--- config.mk ---
export PLATFORM = sky130hd
export DESIGN_NAME = rs232_number_parser
export DESIGN_NICKNAME = d
export VERILOG_FILES = /design/src/rtl/rc_uart_pkg.sv /design/src/rtl/rise_detect.sv /design/src/rtl/rs232_number_parser.sv
export SDC_FILE = /design/constraint.sdc
export NUM_CORES = 1
export LEC_CHECK = 0
export ABC_AREA = 1
export ABC_CLOCK_PERIOD_IN_PS = 2500
export BUFFER_PORTS_ARGS = -buffer_cell sky130_fd_sc_hd__buf_2
export CAP_MARGIN = 20
export CORE_ASPECT_RATIO = 1.1
export CORE_MARGIN = 2
export CORE_UTILIZATION = 55
export CTS_CLUSTER_DIAMETER = 30
export DETAILED_ROUTE_END_ITERATION = 10
export PLACE_DENSITY_LB_ADDON = 0.3
export SLEW_MARGIN = 10
export SYNTH_ARGS = -nofsm -noshare
export SYNTH_HDL_FRONTEND = slang
export SYNTH_HIERARCHICAL = 1
export SYNTH_SLANG_ARGS = --single-unit
--- constraint.sdc ---
create_clock -name clk -period 2.5 [get_ports clk]
set_input_delay 0.125 -clock clk [delete_from_list [all_inputs] [get_ports clk]]
set_output_delay 0.125 -clock clk [all_outputs]
set_load 0.01 [all_outputs]
--- src/rtl/rc_uart_pkg.sv ---
// Shared definitions for the UART-side blocks of the root calculator.
//   - ASCII constants used by the line parser
//   - parser FSM state encoding
//   - byte classification helper
package rc_uart_pkg;

  localparam logic [7:0] ASCII_0   = 8'h30;
  localparam logic [7:0] ASCII_9   = 8'h39;
  localparam logic [7:0] ASCII_CR  = 8'h0D;
  localparam logic [7:0] ASCII_LF  = 8'h0A;
  localparam logic [7:0] ASCII_ESC = 8'h1B;

  typedef enum logic [1:0] {
    IDLE    = 2'b00,
    ACCUM   = 2'b01,
    DISCARD = 2'b10
  } parse_state_t;

  typedef enum logic [1:0] {
    CLS_DIGIT,
    CLS_TERM,
    CLS_ESC,
    CLS_OTHER
  } byte_class_t;

  function automatic byte_class_t classify_byte(input logic [7:0] b);
    if (b >= ASCII_0 && b <= ASCII_9)       return CLS_DIGIT;
    else if (b == ASCII_CR || b == ASCII_LF) return CLS_TERM;
    else if (b == ASCII_ESC)                 return CLS_ESC;
    else                                     return CLS_OTHER;
  endfunction

endpackage

--- src/rtl/rise_detect.sv ---
// 1-bit registered rising-edge detector.
//   clk   : clock
//   rst_n : asynchronous active-low reset (clears history)
//   din   : level input
//   pulse : high for the cycle in which din is 1 and was 0 last cycle
module rise_detect (
  input  logic clk,
  input  logic rst_n,
  input  logic din,
  output logic pulse
);

  logic din_q;

  always_ff @(posedge clk or negedge rst_n) begin
    if (!rst_n) din_q <= 1'b0;
    else        din_q <= din;
  end

  assign pulse = din & ~din_q;

endmodule

--- src/rtl/rs232_number_parser.sv ---
// Converts a CR/LF-terminated line of ASCII decimal digits from the RS232
// receiver into an unsigned WIDTH-bit operand.
//   clk           : system clock
//   rst_n         : asynchronous active-low reset
//   rx_data       : received byte, valid while rx_ready is high
//   rx_ready      : receiver byte-ready level
//   rx_error      : receiver framing/start error level
//   operand       : last successfully parsed value
//   operand_valid : one-cycle strobe when operand updates
//   parse_error   : one-cycle strobe when a line is rejected
//   busy          : FSM is mid-line
module rs232_number_parser
  import rc_uart_pkg::*;
#(
  parameter int unsigned WIDTH = 32
) (
  input  logic             clk,
  input  logic             rst_n,
  input  logic [7:0]       rx_data,
  input  logic             rx_ready,
  input  logic             rx_error,
  output logic [WIDTH-1:0] operand,
  output logic             operand_valid,
  output logic             parse_error,
  output logic             busy
);

  logic byte_evt;
  logic err_evt;

  rise_detect u_ready_rise (.clk(clk), .rst_n(rst_n), .din(rx_ready), .pulse(byte_evt));
  rise_detect u_error_rise (.clk(clk), .rst_n(rst_n), .din(rx_error), .pulse(err_evt));

  parse_state_t     state_q, state_d;
  logic [WIDTH-1:0] acc_q, acc_d;
  logic [7:0]       digit_cnt_q, digit_cnt_d;
  logic [WIDTH-1:0] operand_d;
  logic             valid_d, error_d;

  byte_class_t      cls;
  logic [WIDTH+3:0] acc_ext;
  logic [WIDTH+3:0] digit_ext;
  logic [WIDTH+3:0] ext;
  logic             byte_ok;

  assign cls       = classify_byte(rx_data);
  // An error edge in the same cycle as a byte edge drops the byte.
  assign byte_ok   = byte_evt & ~err_evt;
  assign acc_ext   = {4'b0000, acc_q};
  assign digit_ext = {{WIDTH{1'b0}}, rx_data[3:0]};
  assign ext       = (acc_ext << 3) + (acc_ext << 1) + digit_ext;

  always_ff @(posedge clk or negedge rst_n) begin
    if (!rst_n) begin
      state_q       <= IDLE;
      acc_q         <= '0;
      digit_cnt_q   <= '0;
      operand       <= '0;
      operand_valid <= 1'b0;
      parse_error   <= 1'b0;
    end else begin
      state_q       <= state_d;
      acc_q         <= acc_d;
      digit_cnt_q   <= digit_cnt_d;
      operand       <= operand_d;
      operand_valid <= valid_d;
      parse_error   <= error_d;
    end
  end

  always_comb begin
    state_d     = state_q;
    acc_d       = acc_q;
    digit_cnt_d = digit_cnt_q;
    operand_d   = operand;
    valid_d     = 1'b0;
    error_d     = 1'b0;

    unique case (state_q)
      IDLE: begin
        if (err_evt) begin
          state_d = DISCARD;
        end else if (byte_ok) begin
          unique case (cls)
            CLS_DIGIT: begin
              acc_d       = {{(WIDTH-4){1'b0}}, rx_data[3:0]};
              digit_cnt_d = 8'd1;
              state_d     = ACCUM;
            end
            CLS_OTHER: state_d = DISCARD;
            default: ;
          endcase
        end
      end

      ACCUM: begin
        if (err_evt) begin
          state_d = DISCARD;
        end else if (byte_ok) begin
          unique case (cls)
            CLS_DIGIT: begin
              if (ext[WIDTH+3:WIDTH] != 4'b0000) begin
                state_d = DISCARD;
              end else begin
                acc_d = ext[WIDTH-1:0];
                if (digit_cnt_q != 8'hFF) digit_cnt_d = digit_cnt_q + 8'd1;
              end
            end
            CLS_TERM: begin
              operand_d   = acc_q;
              valid_d     = 1'b1;
              acc_d       = '0;
              digit_cnt_d = '0;
              state_d     = IDLE;
            end
            CLS_ESC: begin
              acc_d       = '0;
              digit_cnt_d = '0;
              state_d     = IDLE;
            end
            default: state_d = DISCARD;
          endcase
        end
      end

      DISCARD: begin
        if (byte_ok) begin
          if (cls == CLS_TERM) begin
            error_d     = 1'b1;
            acc_d       = '0;
            digit_cnt_d = '0;
            state_d     = IDLE;
          end else if (cls == CLS_ESC) begin
            acc_d       = '0;
            digit_cnt_d = '0;
            state_d     = IDLE;
          end
        end
      end

      default: state_d = IDLE;
    endcase
  end

  assign busy = (state_q != IDLE);

endmodule

==> reports/results.ini <==
[clock_tree]
cts_tree = yes
clock-sinks = 70
clk_path_buf_depth = 2
insertion_delay_ns = 0.35
cts_buffers = 9
cts_max_level = 3
cts-root-buf = clkbuf_16
clk_pin_slew_worst_paths_ns = 0.05

[drt]
routedWlPerCell_um = 15.2
firstDrtPassIters = 5
dr.first_iter.drc_count = 333
vias = 6244
wirelength_mm = 18.1
antenna_left = 0
drc_errors = 0
avgViaCountPerCell = 5.27

[floorplanning]
die_h_um = 111
initial_core_util_pct = 55.8
core_area_mm2 = 0.0103
rows = 39
fp.dieW_um = 101
num_io_pins = 47
fp.dieArea_mm2 = 0.0113

[cells_and_area]
seqCellArea_mm2 = 0.00176
layout.nets = 1120
multi_input_area_mm2 = 0.00412
final_layout_size_suffix_gt1_share_pct = 31.7
num_antenna_cells = 0
syn_to_final_growth_pct = 39.2
fill_cells = 738

[worst_setup_path]
slowest_delay_ns = 0.57
crit_required_ns = 2.73
critPathTopFamily = simple AND/OR/NAND/NOR gates
crit_type = register to register
cp_max_fo = 8
crit_start = acc_q[0]
path_cells = inv_2 -> fa_2 -> inv_2 -> ha_4 -> nand3_2 -> nand3_2 -> nand2_2 -> nand2_2 -> nand2_2 -> nand2_2 -> nand2_2 -> nand2_1 -> nand2_1 -> nand2_2 -> nor2_4 -> nand2_4 -> nand2_8 -> nand2_8 -> nand2_2 -> nand2_1
startpoint_type = register
critPathBufInv = 2
crit_slowest_cell = fa_2
critPathArrivalTime_ns = 3.12
end_kind = register
r2r-start = acc_q[0]
cp_common_cell = nand2_2

[global_routing]
first_global_vias = 6026
antenna_found_initial = 0
overflow = 0
grt_pass1_wl_mm = 27.2
grt_max_degree = 71
grt.total_usage_pct = 30.7

[timing]
tns_ns = -12.01
maxSlewViolCount = 0
finClkSkew_ns = 0.00562
period_share_pct = 116
setup_ws_ns = -0.390
rsz0062_at_grt = yes
clock.fmax_ghz = 0.346
setup_viol = 34
max-slew-margin-rel_pct = 38.5
min_period_ns = 2.89
hold_violations = 0
tightest_slew_ns = 0.920

[synthesis]
ys_seq_elements = 70
ys_seq_area_share_pct = 30.5
synthCells = 863
synth_warnings = 6
synth_fp_nets = 947
synthesis.area_mm2 = 0.00575
synth.distinct_cells = 33
syn_avg_cell_area_um2 = 6.66

[pwr]
vdd.ir_drop.worst_mv = 0.579
p_per_area_mw_per_mm2 = 497
power_mw = 3.98
p_leak_nw = 4.54

[placement]
dpl.hpwl_mm = 11.5
portBuffers = 46
globalplace.congestion = 0.939

[outcome]
status = complete, but fails checks
violations = negative setup slack

[worst_hold_path]
worstHoldPathType = primary input to register
min_from = rx_data[0]

[run]
max-cap-violations = 0

-- final timing paths --
kind	cells past startpoint	slack (ns)	to
min in group asynchronous	2	0.44	operand[15]
worst min-delay path	5	0.15	acc_q[0]
worst max-delay path	20	-0.39	acc_q[0]
worst min register to register	2	0.46	operand[20]
worst max register to register	20	-0.39	acc_q[0]
max in group asynchronous	2	1.46	acc_q[19]
-- worst register-to-register path: stages (launching register included) --
cell,delay (ns)
dfrtp_1,0.37
inv_2,0.06
fa_2,0.57
inv_2,0.06
ha_4,0.22
nand3_2,0.06
nand3_2,0.10
nand2_2,0.10
nand2_2,0.07
nand2_2,0.07
nand2_2,0.06
nand2_2,0.09
nand2_1,0.06
nand2_1,0.07
nand2_2,0.06
nor2_4,0.15
nand2_4,0.08
nand2_8,0.19
nand2_8,0.16
nand2_2,0.13
nand2_1,0.05
-- logic make-up (layout without fill, tap and decap cells) --
| logic type | count (synthesis) | count (layout) | share of synthesized area [%] |
|---|---|---|---|
| simple gates | 516 | 519 | 36.2 |
| buf+inv | 124 | 299 | 8.69 |
| fa+ha+maj | 72 | 72 | 15.9 |
| flops | 70 | 70 | 30.5 |
| compound gates | 65 | 65 | 6.23 |
| xor+xnor | 16 | 16 | 2.44 |
-- per-stage QoR --
stage | instances | area, um2 | hold slack [ns] | utilization, % | setup WS, ns
final | 1184 | 8000 | 0.149 | 77.7 | -0.390
after global routing | 1184 | 8000 | 0.174 | 77.7 | -0.507
after CTS | 1177 | 7540 | 0.145 | 73.3 | -0.326
after detailed placement | 1145 | 6900 | 0.253 | 67.1 | -0.397
after global placement | 1145 | 6900 | 0.249 | 67.1 | -0.279
after floorplan | 863 | 5760 | -0.171 | - | -0.125
-- layer usage --
layer / wire (um) / track usage [%]
met1: 7340 / 37.1
met3: 958 / 4.85
met5: 0 / 0
met4: 841 / 13.5
met2: 8910 / 53.0
-- Yosys cell counts --
master | count | area share, %
ha_1 | 70 | 15
inv_2 | 2 | 0.13
nor3_2 | 1 | 0.17
dfrtp_1 | 70 | 30
nor2_1 | 79 | 5.2
fa_1 | 2 | 0.70
inv_1 | 104 | 6.8
clkbuf_1 | 11 | 0.72
a21oi_2 | 1 | 0.15
nor4_1 | 1 | 0.11
o21ai_0 | 16 | 1.4
a211oi_1 | 2 | 0.26
a21oi_1 | 36 | 3.1
nor2_2 | 6 | 0.65
nor3b_1 | 1 | 0.13
nand2_2 | 3 | 0.33
o31ai_1 | 1 | 0.13
o21bai_1 | 5 | 0.65
o22ai_1 | 2 | 0.22
nand2_4 | 2 | 0.39
a41oi_1 | 1 | 0.15
nand4_1 | 2 | 0.22
clkinv_1 | 1 | 0.065
nand2_1 | 356 | 23
nand3_1 | 51 | 4.4
xnor2_1 | 13 | 2.0
o211ai_1 | 1 | 0.13
nor3_1 | 12 | 1.0
nand3b_1 | 1 | 0.13
nor3b_2 | 1 | 0.22
xor2_1 | 3 | 0.46
buf_6 | 3 | 0.59
buf_4 | 3 | 0.39
-- cell type report --
| cell class | instances | area share, % |
|---|---|---|
| sequential | 70 | 21.9 |
| clock inverter | 5 | 0.422 |
| clock buffer | 11 | 3.16 |
| inverter | 107 | 5.02 |
| multi-input combinational | 672 | 51.5 |
| timing repair buffer | 176 | 15.7 |
| tap | 143 | 2.24 |
-- power breakdown --
part,total [mW],internal (mW),switching [mW],leakage (nW)
clock network,1.24,0.723,0.514,0.138
registers,1.22,1.18,0.0382,0.963
logic,1.52,0.629,0.888,3.44
-- placed cells by master, fill, tap and decap left out, types with 24 or more instances in the layout --
| master | synthesis | final |
|---|---|---|
| buf_2 | 0 | 45 |
| inv_1 | 104 | 99 |
| ha_1 | 70 | 51 |
| nand2_1 | 356 | 292 |
| nor2_1 | 79 | 74 |
| buf_4 | 3 | 125 |
| a21oi_1 | 36 | 24 |
| dfrtp_1 | 70 | 67 |
| nand2_2 | 3 | 60 |
| nand3_1 | 51 | 41 |
-- flip-flops by register name (all words and copies together), names as in the netlist --
name and cells:
acc_q 32, operand 32, state_q 2, operand_valid 1, parse_error 1, u_error_rise/din_q 1
u_ready_rise/din_q 1
-- timing repair --
action                                 4_1_cts  5_1_grt
resized for setup                           57       82
endpoints found under the hold margin       72        0
gates cloned                                 3        1
setup endpoints to repair                   34       34
pin swaps                                   25       34
buffers inserted                            10        7
hold buffers                                 3        0
Note: power is estimated with default switching activity, not from simulation.
